## config.mk

```make
export PLATFORM = sky130hd
export DESIGN_NAME = pc_branch_unit
export DESIGN_NICKNAME = d
export VERILOG_FILES = /design/src/rtl/branch_pkg.sv /design/src/rtl/return_stack.sv /design/src/rtl/pc_branch_unit.sv
export SDC_FILE = /design/constraint.sdc
export NUM_CORES = 1
export LEC_CHECK = 0
export BUFFER_PORTS_ARGS = -buffer_cell sky130_fd_sc_hd__buf_2
export CORE_MARGIN = 2
export CORE_UTILIZATION = 35
export DETAILED_ROUTE_END_ITERATION = 6
export MAX_ROUTING_LAYER = met4
export PLACE_DENSITY = 0.49
export SLEW_MARGIN = 20
export SYNTH_ARGS = -nofsm -noshare
export SYNTH_HDL_FRONTEND = slang
export SYNTH_SLANG_ARGS = --single-unit
```

## constraint.sdc

```tcl
create_clock -name clk -period 8.6 [get_ports clk]
set_clock_uncertainty 0.05 [all_clocks]
set_input_delay 0.43 -clock clk [delete_from_list [all_inputs] [get_ports clk]]
set_output_delay 0.43 -clock clk [all_outputs]
set_load 0.01 [all_outputs]
```

## src/rtl/branch_pkg.sv

```systemverilog
// Shared opcodes, flag bit positions and the decoded branch kind for pc_branch_unit.
package branch_pkg;

  localparam logic [3:0] OP_JMP  = 4'b1001;
  localparam logic [3:0] OP_BRZ  = 4'b1010;
  localparam logic [3:0] OP_BRNZ = 4'b1011;
  localparam logic [3:0] OP_BRNS = 4'b1100;
  localparam logic [3:0] OP_CALL = 4'b1101;
  localparam logic [3:0] OP_RET  = 4'b1110;

  localparam int FLAG_Z = 0;
  localparam int FLAG_S = 1;

  typedef enum logic [1:0] {SEQ, TAKEN, CALL, RET} branch_kind;

  // Conditions use the stored flags only; unknown opcodes fall through as sequential.
  function automatic branch_kind decode_kind(input logic en, input logic [3:0] op,
                                             input logic z, input logic s);
    branch_kind k;
    k = SEQ;
    if (en) begin
      case (op)
        OP_JMP:  k = TAKEN;
        OP_BRZ:  k = z ? TAKEN : SEQ;
        OP_BRNZ: k = z ? SEQ : TAKEN;
        OP_BRNS: k = s ? SEQ : TAKEN;
        OP_CALL: k = CALL;
        OP_RET:  k = RET;
        default: k = SEQ;
      endcase
    end
    return k;
  endfunction

endpackage

```

## src/rtl/return_stack.sv

```systemverilog
// Circular return-address stack: a full push overwrites the oldest entry, count saturates.
module return_stack #(
  parameter int W     = 16,
  parameter int DEPTH = 4
) (
  input  logic                     clk,
  input  logic                     rst_n,
  input  logic                     push,
  input  logic                     pop,
  input  logic [W-1:0]             din,
  output logic [W-1:0]             top,
  output logic [$clog2(DEPTH):0]   count,
  output logic                     ovf,
  output logic                     unf
);

  localparam int PTR_W = $clog2(DEPTH);
  localparam int CNT_W = PTR_W + 1;

  logic [W-1:0]     mem [DEPTH];
  logic [PTR_W-1:0] ptr;
  logic             full;
  logic             empty;

  // ptr names the next free slot; when full it also names the oldest entry.
  assign full  = (count == CNT_W'(DEPTH));
  assign empty = (count == '0);
  assign top   = mem[ptr - PTR_W'(1)];
  assign ovf   = push && full;
  assign unf   = pop && empty;

  always_ff @(posedge clk) begin
    if (push) mem[ptr] <= din;
  end

  always_ff @(posedge clk or negedge rst_n) begin
    if (!rst_n) begin
      ptr   <= '0;
      count <= '0;
    end else if (push) begin
      ptr <= ptr + PTR_W'(1);
      if (!full) count <= count + CNT_W'(1);
    end else if (pop && !empty) begin
      ptr   <= ptr - PTR_W'(1);
      count <= count - CNT_W'(1);
    end
  end

endmodule

```

## src/rtl/pc_branch_unit.sv

```systemverilog
// Program counter with branch resolution, latched flags and a CALL/RET return stack.
module pc_branch_unit
  import branch_pkg::*;
#(
  parameter int PC_W      = 16,
  parameter int FLAG_W    = 4,
  parameter int RAS_DEPTH = 4
) (
  input  logic                         clk,
  input  logic                         rst_n,
  input  logic                         stall,
  input  logic                         branch_enable,
  input  logic [3:0]                   branch_type,
  input  logic [PC_W-1:0]              branch_offset,
  input  logic [FLAG_W-1:0]            flags_in,
  input  logic                         flags_we,
  output logic [PC_W-1:0]              pc,
  output logic                         flush,
  output logic                         ras_ovf,
  output logic                         ras_unf,
  output logic [$clog2(RAS_DEPTH):0]   ras_count
);

  logic [FLAG_W-1:0] flags_q;
  branch_kind        kind;
  logic [PC_W-1:0]   pc_seq;
  logic [PC_W-1:0]   pc_tgt;
  logic [PC_W-1:0]   ras_top;
  logic              push;
  logic              pop;
  logic              rs_ovf;
  logic              rs_unf;
  logic              unused_flags;

  // Upper flag bits are architecturally stored but never steer a branch.
  assign unused_flags = ^flags_q;

  assign kind   = stall ? SEQ
                        : decode_kind(branch_enable, branch_type, flags_q[FLAG_Z], flags_q[FLAG_S]);
  assign pc_seq = pc + PC_W'(1);
  assign pc_tgt = pc + branch_offset;
  assign push   = (kind == CALL);
  assign pop    = (kind == RET);

  return_stack #(
    .W     (PC_W),
    .DEPTH (RAS_DEPTH)
  ) u_ras (
    .clk   (clk),
    .rst_n (rst_n),
    .push  (push),
    .pop   (pop),
    .din   (pc_seq),
    .top   (ras_top),
    .count (ras_count),
    .ovf   (rs_ovf),
    .unf   (rs_unf)
  );

  // Flag writes are independent of stall.
  always_ff @(posedge clk or negedge rst_n) begin
    if (!rst_n)        flags_q <= '0;
    else if (flags_we) flags_q <= flags_in;
  end

  always_ff @(posedge clk or negedge rst_n) begin
    if (!rst_n) begin
      pc      <= '0;
      flush   <= 1'b0;
      ras_ovf <= 1'b0;
      ras_unf <= 1'b0;
    end else begin
      flush   <= 1'b0;
      ras_ovf <= 1'b0;
      ras_unf <= 1'b0;
      if (!stall) begin
        case (kind)
          SEQ: pc <= pc_seq;
          TAKEN: begin
            pc    <= pc_tgt;
            flush <= 1'b1;
          end
          CALL: begin
            pc      <= pc_tgt;
            flush   <= 1'b1;
            ras_ovf <= rs_ovf;
          end
          RET: begin
            if (rs_unf) begin
              pc      <= pc_seq;
              ras_unf <= 1'b1;
            end else begin
              pc    <= ras_top;
              flush <= 1'b1;
            end
          end
        endcase
      end
    end
  end

endmodule

```

==> metrics.txt <==
final slew viol count 0; P_leak between 2 and 2.5 nW; dpl hpwl 8615 µm; DIE AREA about 15000 µm²; hold crit path type in2async; clock network fraction of total power about 27%; drt drc 0; TritonCTS Buffers 9; Fin Hold WS between 0.07 and 0.08 ns; CTS Sinks 90; pre-CTS setup slack 5.012 ns; Synth top area share between 30% and 40%; Yosys top cell by area edfxtp_1; count leader, synth edfxtp_1; drt total wl between 10000 and 15000 µm; synthesized area around 5000 µm²; CP Max Fanout 23; M1 WL 6027 µm; post-CTS setup buffers 0; final core utilization roughly two fifths; Yosys reg bits 90; worst-skew pair later-pin latency ~0.34 ns; cell area after layout approximately 5700 µm²; Comb pwr share about a third; CP Class in2reg; Pwr Density 258.3 nW/µm²; Tcrit/Tclk final between 30% and 40%; GRT Total Usage between 10% and 20%; uppermost layer routed met4; Switching Fraction 34.34%; met3 WL around 400 µm; core region area between 10000 and 15000 µm²; GR Overflow Total 0; I/O pin cnt 51; DR vias/cell 5.550; initial DRC count approximately 190; Ant. Diodes 0; final setup fails 0; total power about 1.5 mW; Finished Layout Cells 651; Post-Syn Area per Cell 11.84 µm²; maximum VDD drop between 0.00009 and 0.0001 V; fraction of layout cells with a size suffix above 1 20.17%; CP required between 8 and 9 ns; max-cap violation count 0; Slew headroom between 30% and 40%; nature of the critical path endpoint register; Internal Power 0.9694 mW; CP startpoint kind primary input; DP Area roughly 5400 µm²; antenna violation net count after detailed routing 0; clk root buf clkbuf_16; Tmin final ~3.3 ns; final worst setup slack roughly 5.3 ns; vias in the first global route between 3000 and 4000; Worst EP arrival ~3.5 ns; num rows 43; RSZ-0062 raised after global routing false; Top FF cell, synth edfxtp_1; post-synthesis sequential area ratio 51.25%; setup TNS 0 ns; gpl congestion a little over 0.8; Fin. Hold Viols 0; PortBufs 48; largest net degree at the start of global routing 27; Distinct cells, synth 60; Synth Instances ~420; Die Y-Extent between 100 and 150 µm; switching power total 0.5070 mW; reg-to-reg slack, setup 5.56 ns; Post-synth ARST share about 29%; Synth top cells by count 64 x edfxtp_1, 31 x nand2_1, 27 x a21oi_1, 26 x dfrtp_1, 25 x nor2_1; Fmax between 300 and 400 MHz; die span in x ~120 µm; Hold-fix buffers, CTS 0; status completed; first-pass GRT wire length slightly below 20000 µm; clk buf depth 2; initial antenna violation count 0; CTS tree done; Flop pwr share around two fifths; post-cts resize count 0; met2 routed WL approximately 5600 µm; number of flops mapped to enable cells by yosys 64; DP Cell Count 635; WL/cell between 15 and 20 µm; Area Growth Syn to Fin 13.86%; DRT Pass-1 Iters 4; H-tree lvl count 3; clock transition at the registers of the reported paths approximately 0.070 ns; detailed-route via count 3613; synth top area cells edfxtp_1 38%, dfrtp_1 13%, mux4_2 7.2%, ha_1 5.7%, xnor2_1 3.0%; Starting Density 36.02%; final net count 520; syn nets roughly 480; Yosys warnings 0; Worst-Margin Slew between 1 and 1.5 ns
[final cells by class]
class                      count  area (µm²)
fill                        1316        8219
sequential                    90        2572
multi-input combinational    297        2297
timing repair buffer          49       247.7
inverter                      19       71.32
tap                          180       225.2
clock inverter                 7       76.32
clock buffer                   9       225.2
[metal layers]
metal / vias up / track usage (%)
met5: - / -
met2: 74 / 26.24
li1: 1710 / -
met3: 17 / 2.198
met1: 1812 / 24.76
met4: 0 / 6.534
[layout by cell type (no fill, tap or decap), types with 10 or more instances in the layout]
cell type / Yosys / routed
a21oi_1: 27 / 27
buf_2: 3 / 48
dfrtp_1: 26 / 26
edfxtp_1: 64 / 64
ha_1: 23 / 23
inv_1: 19 / 19
mux4_2: 16 / 16
nand2_1: 31 / 31
nand3_1: 16 / 16
nor2_1: 25 / 25
o21ai_0: 22 / 22
xnor2_1: 17 / 17
xor2_1: 10 / 10
[state kept, by name, summed over array words and instances, names as in the netlist]
signal and cells:
u_ras.ptr 2, ras_unf 1, flags_q 2, u_ras.count 3, flush 1, pc 16
ras_ovf 1, u_ras.mem 64
[critical path: stages]
cell,delay [ns]
buf_2,0.25
inv_1,0.46
and3_1,0.23
and3_1,0.20
inv_1,0.06
ha_1,0.38
a21oi_1,0.86
o21ai_0,0.18
nand2_1,0.10
o21ai_0,0.07
a31o_2,0.22
[kinds of logic after synthesis]
group | share of synthesized area, %
adder cells (fa/ha/maj) | 6.531
AO/OA/AOI/OAI | 14.58
multiplexers | 7.827
AND/OR/NAND/NOR | 12.11
XOR/XNOR | 4.711
buffers and inverters | 2.991
flip-flops | 51.25
[power groups by stage]
stage          sequential, mW  combinational, mW  clock (mW)
2_1_floorplan           0.568              0.370           0
3_3_place_gp            0.581              0.497           0
3_5_place_dp            0.584              0.500           0
4_1_cts                 0.574              0.505       0.409
5_1_grt                 0.580              0.554       0.424
6_report                0.574              0.503       0.400
[final timing paths]
check | startpoint | cells after the start | end
max | stall | 11 | pc[7]$_DFFE_PN0N_
min | rst_n | 1 | pc[1]$_DFFE_PN0N_
max reg2reg | pc[0]$_DFFE_PN0N_ | 8 | pc[12]$_DFFE_PN0N_
min reg2reg | flags_q[1]$_DFFE_PN0P_ | 2 | flags_q[1]$_DFFE_PN0P_
max in group asynchronous | rst_n | 1 | u_ras.ptr[0]$_DFFE_PN0P_
min in group clk | flags_we | 2 | flags_q[1]$_DFFE_PN0P_
Note: power is estimated with default switching activity, not from simulation.
